[config.mk]
export PLATFORM = sky130hd
export DESIGN_NAME = bck_slot_scheduler
export DESIGN_NICKNAME = d
export VERILOG_FILES = /design/src/rtl/bck_slot_scheduler.sv
export SDC_FILE = /design/constraint.sdc
export NUM_CORES = 2
export LEC_CHECK = 0
export ABC_AREA = 1
export CAP_MARGIN = 10
export CORE_ASPECT_RATIO = 0.8
export CORE_UTILIZATION = 61
export DETAILED_ROUTE_END_ITERATION = 10
export GPL_ROUTABILITY_DRIVEN = 0
export GPL_TIMING_DRIVEN = 0
export PLACE_DENSITY = 0.79
export REMOVE_ABC_BUFFERS = 1
export SYNTH_ARGS = -nofsm -noshare
export SYNTH_HDL_FRONTEND = slang
export SYNTH_SLANG_ARGS = --single-unit
export TNS_END_PERCENT = 1
[constraint.sdc]
create_clock -name clk -period 6.45 [get_ports clk]
set_input_delay 1.29 -clock clk [delete_from_list [all_inputs] [get_ports clk]]
set_output_delay 1.29 -clock clk [all_outputs]
set_load 0.005 [all_outputs]
[src/rtl/bck_slot_scheduler.sv]
// Issue/retire scheduler at the head of the backward-extension ring.
// Buffers read descriptors in a FIFO. It injects one descriptor into each ring
// slot that comes back free. It retires reads whose token returns finished,
// and it signals when a batch has fully drained.
//
// Handshake: a descriptor is transferred on a rising clk edge when req_valid
// and req_ready are both 1. req_ready depends only on registered FIFO
// occupancy, so it never depends on req_valid in the same cycle. While
// req_valid is 1 and req_ready is 0, the source must hold the descriptor
// stable. Pushes are accepted even while stall is 1.
module bck_slot_scheduler #(
  parameter int RNW        = 10,
  parameter int FIFO_DEPTH = 16,
  parameter int PIPE_DEPTH = 8
) (
  input  logic           clk,
  input  logic           rst,
  input  logic           stall,
  input  logic           req_valid,
  output logic           req_ready,
  input  logic [RNW-1:0] req_read_num,
  input  logic [6:0]     req_fwd_size,
  input  logic [6:0]     req_min_intv,
  input  logic [63:0]    req_primary,
  input  logic           batch_last,
  input  logic [5:0]     ret_status,
  input  logic           ret_finish,
  input  logic [RNW-1:0] ret_read_num,
  output logic           inj_take,
  output logic [5:0]     inj_status,
  output logic [RNW-1:0] inj_read_num,
  output logic [6:0]     inj_fwd_size,
  output logic [6:0]     inj_min_intv,
  output logic [63:0]    inj_primary,
  output logic           done_valid,
  output logic [RNW-1:0] done_read_num,
  output logic [3:0]     in_flight,
  output logic           batch_done,
  output logic           err_underflow,
  output logic [1:0]     dbg_state
);

  localparam logic [5:0] BUBBLE  = 6'b000000;
  localparam logic [5:0] BCK_INI = 6'b001000;
  localparam logic [5:0] BCK_RUN = 6'b010000;
  localparam logic [5:0] BCK_END = 6'b100000;

  localparam int AW = $clog2(FIFO_DEPTH);
  localparam int CW = AW + 1;
  localparam int DW = RNW + 7 + 7 + 64;

  typedef enum logic [1:0] {
    ST_IDLE  = 2'd0,
    ST_RUN   = 2'd1,
    ST_DRAIN = 2'd2
  } state_t;

  // Descriptor FIFO storage and pointers
  logic [DW-1:0]  mem [FIFO_DEPTH];
  logic [AW-1:0]  wr_ptr;
  logic [AW-1:0]  rd_ptr;
  logic [CW-1:0]  count;
  logic           push;
  logic           pop;
  logic           fifo_empty;

  logic [RNW-1:0] head_read_num;
  logic [6:0]     head_fwd_size;
  logic [6:0]     head_min_intv;
  logic [63:0]    head_primary;

  // Ring-side decisions for the token currently leaving the tail
  logic ret_retire;
  logic ret_free;
  logic retire;
  logic inject;
  logic dec;
  logic underflow;

  state_t state;
  state_t state_next;
  logic   last_latch;
  logic   last_latch_next;
  logic   eff_last;
  logic   batch_done_next;

  assign req_ready  = (count != CW'(FIFO_DEPTH));
  assign fifo_empty = (count == '0);
  assign push       = req_valid & req_ready;
  assign pop        = inject;
  assign dbg_state  = state;

  assign {head_read_num, head_fwd_size, head_min_intv, head_primary} = mem[rd_ptr];

  // A finished BCK_RUN token both retires a read and frees its slot.
  assign ret_retire = (ret_status == BCK_RUN) & ret_finish;
  assign ret_free   = (ret_status == BUBBLE) | (ret_status == BCK_END) | ret_retire;
  assign retire     = ~stall & ret_retire;
  assign dec        = retire & (in_flight != 4'd0);
  assign underflow  = retire & (in_flight == 4'd0);

  // A retiring slot makes room in the same cycle, so a full ring can still
  // swap one finished read for a new one.
  assign inject = ~stall & ret_free & ~fifo_empty &
                  ((state == ST_RUN) | (state == ST_DRAIN)) &
                  ((in_flight < 4'(PIPE_DEPTH)) | ret_retire);

  // FIFO write port; storage needs no reset because count gates the reads.
  always_ff @(posedge clk) begin
    if (rst && push) begin
      mem[wr_ptr] <= {req_read_num, req_fwd_size, req_min_intv, req_primary};
    end
  end

  // FIFO pointers and occupancy; pointers wrap naturally at FIFO_DEPTH.
  always_ff @(posedge clk) begin
    if (!rst) begin
      wr_ptr <= '0;
      rd_ptr <= '0;
      count  <= '0;
    end else begin
      if (push) wr_ptr <= wr_ptr + AW'(1);
      if (pop)  rd_ptr <= rd_ptr + AW'(1);
      count <= count + CW'(push) - CW'(pop);
    end
  end

  // Batch FSM and batch_last latch register.
  always_ff @(posedge clk) begin
    if (!rst) begin
      state      <= ST_IDLE;
      last_latch <= 1'b0;
    end else begin
      state      <= state_next;
      last_latch <= last_latch_next;
    end
  end

  // Batch FSM next-state logic. A batch_last pulse counts in its own cycle.
  always_comb begin
    state_next      = state;
    batch_done_next = 1'b0;
    eff_last        = last_latch | batch_last;
    if (!stall) begin
      case (state)
        ST_IDLE: begin
          if (!fifo_empty) begin
            state_next = ST_RUN;
          end else if (eff_last && (in_flight == 4'd0)) begin
            batch_done_next = 1'b1;
          end
        end
        ST_RUN: begin
          if (eff_last && fifo_empty) state_next = ST_DRAIN;
        end
        ST_DRAIN: begin
          if (fifo_empty && (in_flight == 4'd0)) begin
            state_next      = ST_IDLE;
            batch_done_next = 1'b1;
          end
        end
        default: state_next = ST_IDLE;
      endcase
    end
    last_latch_next = eff_last & ~batch_done_next;
  end

  // Registered ring-head outputs; frozen entirely while the ring is stalled.
  always_ff @(posedge clk) begin
    if (!rst) begin
      inj_take      <= 1'b0;
      inj_status    <= BUBBLE;
      inj_read_num  <= '0;
      inj_fwd_size  <= '0;
      inj_min_intv  <= '0;
      inj_primary   <= '0;
      done_valid    <= 1'b0;
      done_read_num <= '0;
      in_flight     <= '0;
      batch_done    <= 1'b0;
      err_underflow <= 1'b0;
    end else if (!stall) begin
      inj_take   <= inject;
      inj_status <= inject ? BCK_INI : BUBBLE;
      if (inject) begin
        inj_read_num <= head_read_num;
        inj_fwd_size <= head_fwd_size;
        inj_min_intv <= head_min_intv;
        inj_primary  <= head_primary;
      end
      done_valid <= retire;
      if (retire) done_read_num <= ret_read_num;
      in_flight  <= in_flight + 4'(inject) - 4'(dec);
      batch_done <= batch_done_next;
      if (underflow) err_underflow <= 1'b1;
    end
  end

endmodule

# After elaboration in Yosys (flattened, before gate mapping)
# Memory sizes are Yosys's and may differ from the RTL's. A register that Yosys moved wholly into a read port is not among the register bits.
# Index checks and enable logic that the tools add are counted.
dict set report totals {
  in_bits 110
  output_inout_bits 115
  ram_bits 1408
  ff_bits 40
  mem_count 1
  word_cells 72
}
# memory depth width rd rd_clocked_by_memory_dff wr line
set mem_list {}
lappend mem_list {mem 16 88 1 1 1 59} ;# logic [DW-1:0] mem [FIFO_DEPTH];
dict set report op_classes {
  eq_ne 8
  n_reduce_logical 14
  order_cmp 1
  n_addsub 6
  n_mux 12
  n_bitwise 18
}
# operator count
set ops {}
lappend ops {{$and 1x1->1} 10}
lappend ops {{$add 4x1->4 const B} 2}
lappend ops {{$eq 6x5->1 const B} 1}
lappend ops {{$eq 6x6->1 const B} 1}
lappend ops {{$logic_not 6->1} 1}
lappend ops {{$mux 1} 6}
lappend ops {{$mux 2} 3}
lappend ops {{$pmux 2 s3} 1}
lappend ops {{$reduce_and 2->1} 3}
lappend ops {{$add 5x1->5} 1}
lappend ops {{$logic_not 5->1} 1}
lappend ops {{$ne 5x5->1 const B} 1}
lappend ops {{$or 1x1->1} 5}
lappend ops {{$sub 5x1->5} 1}
lappend ops {{$add 4x1->4} 1}
lappend ops {{$logic_and 1x1->1} 4}
lappend ops {{$logic_not 4->1} 1}
lappend ops {{$lt 4x4->1 const B} 1}
lappend ops {{$mux 4} 1}
lappend ops {{$ne 2x1->1 const B} 2}
lappend ops {{$reduce_and 4->1} 1}
lappend ops {{$reduce_bool 4->1} 1}
lappend ops {{$sub 4x1->4} 1}
lappend ops {{$not 1->1} 3}
lappend ops {{other kinds (6)} 6}

# Logic depth before layout (Yosys ltp)
dict set report logic_depth {
  depth_word 9
  mapped_depth 18
  mapped_depth_nobuf 17
}

# Least setup slack after synthesis
# No wires, ideal clock.
dict set report synth_timing {
  path_type {input to register}
  start {input req_valid}
  end {memory mem[11][0] (netlist bit) (enable)}
  path_buffers 0
  t_required_ns 5.915
  path_slack_ns 0.565
  path_stages 4
  t_arrival_ns 5.350
  setup_ns 0.535
  path_cell_list {nand2_1 > inv_1 > nand2_1 > nor2_1}
}
dict set report synth_via {
  elab_chain_cells 4
}
# element line
set synth_rtl {}
lappend synth_rtl {{start: declaration} 19} ;# input logic req_valid,
lappend synth_rtl {{$and 1x1->1} 89} ;# assign push = req_valid & req_ready;
lappend synth_rtl {{$logic_and 1x1->1} 110} ;# if (rst && push) begin
lappend synth_rtl {{$mux 1} 110}
lappend synth_rtl {{$mux 1 (implied by the code)} 111} ;# mem[wr_ptr] <= {req_read_num, req_fwd_size, req_min_intv, req_primary};
lappend synth_rtl {{end: declaration} 59}
# Every way passes these cells.

# Worst setup path after layout
dict set report layout_timing {
  start {input rst}
  end {memory mem[0][47] (netlist bit) (enable)}
}
dict set report layout_via {
  elab_chain_cells 3
}
# element line
set layout_rtl {}
lappend layout_rtl {{start: declaration} 17} ;# input logic rst,
lappend layout_rtl {{$logic_and 1x1->1} 110}
lappend layout_rtl {{$mux 1} 110}
lappend layout_rtl {{$mux 1 (implied by the code)} 111}
# Every way passes these cells.

==> run metrics <==
top layer in use met5; Slew @ Worst Pin 1.03 ns; final hold slack 0.460 ns; critical path data arrival time 4.56 ns; Slew Limit Fails 0; Max VDD drop 0.242 mV; total track usage 30.2%; Avg WL per Cell 20.8 µm; crit end category flip-flop; met3 wire length 16.5 mm; # placed instances 7526; Worst Slack Setup Final 2.31 ns; cts repair resizes 0; Max Buffers Root-to-Sink 3; Net count, final 6402; Initial Utilization 61.7%; hold buffers post-CTS 0; Setup Viol. Count Final 0; syn avg cell area 10.6 µm²; leakage power 29.8 nW; skew final 0.0297 ns; crit share post-route 64.2%; Required @ worst endpoint 6.87 ns; ys async rst share 0%; status finished, final reports clean; DRT Pass-1 Iters 8; Num CTS Buffers 147; Synth Flop Type edfxtp_1; most frequent CP cell buf_12; CTS sink count 1530; Multi-input gate area 14700 µm²; dpl cell area 69000 µm²; fin area 73800 µm²; path category of the worst min-delay check reg -> reg; drt via density 5.66; Slowest cell on crit path clkdlybuf4s50_1; critical-path cell list clkdlybuf4s50_1 > nand3_1 > nor2_4 > buf_12 > buf_16 > buf_12; met2 routed WL 78.3 mm; initial antenna violation count 17; clk slew on worst S/H paths 0.06 ns; vias in the first global route 43378; core area 105000 µm²; CP max stage delay 1.05 ns; Die ar. 107000 µm²; total grt overflow 0; Post-CTS Setup Bufs 0; worst path bufs/invs 4; ANT nets after route 0; final cell count without fillers 7804; delay-heaviest family, CP buffers and inverters; Post-DP HPWL 88.3 mm; share of cells above drive strength 1 5.77%; Min Clock Period, post-route 4.14 ns; critical path class in -> reg; Fillers 6716; first-pass GRT wire length 246 mm; Max FO, Critical Path 20; worst skew pair latency 0.74 ns; Place WS 1.79 ns; synthesis-to-layout area growth 14.1%; Power Dens Cells 278 nW/µm²; most common cell after layout, fill and taps aside nand2_1; Mapped Cells 6129; total number of vias 44166; die width 366 µm; Max-cap violations 0; relative slew slack 31.4%; Port Buf Inserts 219; mapped cell area 64700 µm²; Seq/Total Area, Yosys 69.1%; root buffer cell clkbuf_16; largest net degree at the start of global routing 141; Yosys reg bits 1530; final core occ 70.5%; final hold vios 0; Detailed Route WL 162 mm; CTS tree done; wl on met1 60.3 mm; Ys Warns 0; commonest non-fill, non-tap cells in the layout 1894 x nand2_1, 1408 x edfxtp_1, 989 x nand3_1, 848 x inv_1, 324 x nor2_1; Die Span Y 293 µm; H-tree depth 4; RSZ-0062 raised after global routing no; register area 44700 µm²; cell row count 106; Synth cell types 36; Ports 225; f_max 0.242 GHz; startpoint types input pin; Post-synth EDFFs 1408; Iteration-0 DRC Markers 5441; DRC Markers 0
-- per-stage QoR --
stage / power [mW] / TNS [ns]
6_report: 20.6 / 0
5_1_grt: 21.1 / 0
4_1_cts: 20.6 / 0
3_5_place_dp: 12.2 / 0
3_3_place_gp: 12.2 / -
2_1_floorplan: 11.8 / -2617.76
-- Yosys cell counts, types with 2 or more instances --
master,n,area [µm²]
o211ai_1,26,195
buf_2,162,811
clkbuf_1,36,135
buf_8,7,105
a21oi_1,28,140
xor2_1,3,26.3
nor2_1,340,1280
buf_1,32,120
ha_1,19,238
inv_2,6,22.5
o21ai_0,41,205
nand2_2,20,125
nand3_1,989,4950
nand2_1,1894,7110
fa_1,2,40.0
dfxtp_1,122,2440
buf_6,70,788
buf_12,2,40.0
buf_4,25,188
o21ai_1,34,170
clkinv_1,2,7.51
edfxtp_1,1408,42300
inv_1,848,3180
-- area by class of cell --
class	count	share of cell area [%]
Multi-Input combinational cell	3412	19.9
Inverter	857	4.41
Clock buffer	195	5.64
Antenna cell	7	0.0237
Sequential cell	1530	60.6
Clock inverter	76	0.817
Timing Repair Buffer	323	6.23
Tap cell	1404	2.38
-- worst reg2reg max path, cell delays in order, from the launching register on --
cell and delay [ns]:
dfxtp_4 0.48, buf_16 0.27, buf_16 0.35, inv_8 0.39
buf_16 0.41, buf_16 0.46, buf_16 0.45, nand2_1 0.34
nand3_1 0.11, nand3_1 0.11, nand3_1 0.10, nand3_1 0.18
nand2_1 0.11, inv_1 0.04
-- logic make-up after synthesis --
group | share of synthesized area [%]
AO/OA/AOI/OAI | 1.14
XOR/XNOR | 0.0542
other | 0.00580
AND/OR/NAND/NOR | 20.9
flip-flops | 69.1
adder cells (fa/ha/maj) | 0.429
buffers and inverters | 8.36
-- power breakdown --
| group | internal [mW] | total [mW] | leakage [nW] | switching [mW] |
|---|---|---|---|---|
| logic | 0.330 | 0.970 | 13.8 | 0.641 |
| clock network | 4.93 | 8.52 | 2.36 | 3.59 |
| registers | 11.0 | 11.1 | 13.7 | 0.0597 |
-- per-layer routing --
metal  vias up  global-route usage, %
li1      20300                      -
met1     20702                   39.1
met2      2588                   49.9
met3       556                   4.95
met4        20                   14.7
met5         -                      0
-- state kept, by name, summed over array words and instances (netlist names) --
name / flops
in_flight: 4
mem: 1408
dbg_state: 2
last_latch: 1
done_read_num: 10
inj_min_intv: 7
inj_read_num: 10
err_underflow: 1
batch_done: 1
count: 5
done_valid: 1
inj_fwd_size: 7
wr_ptr: 4
inj_status: 1
rd_ptr: 4
inj_primary: 64
-- path summary, 6_finish.rpt --
path	startpoint	endpoint	cells after the start	slack (ns)
max	rst	mem[0][47]$_DFFE_PP_	6	2.31
min	done_read_num[8]$_SDFFE_PN0P_	done_read_num[8]$_SDFFE_PN0P_	2	0.46
max reg2reg	rd_ptr[0]$_SDFFE_PN0N_	inj_primary[47]$_SDFFE_PN0P_	13	2.55
min reg2reg	done_read_num[8]$_SDFFE_PN0P_	done_read_num[8]$_SDFFE_PN0P_	2	0.46
No activity file was read; power rests on OpenSTA's default activity.
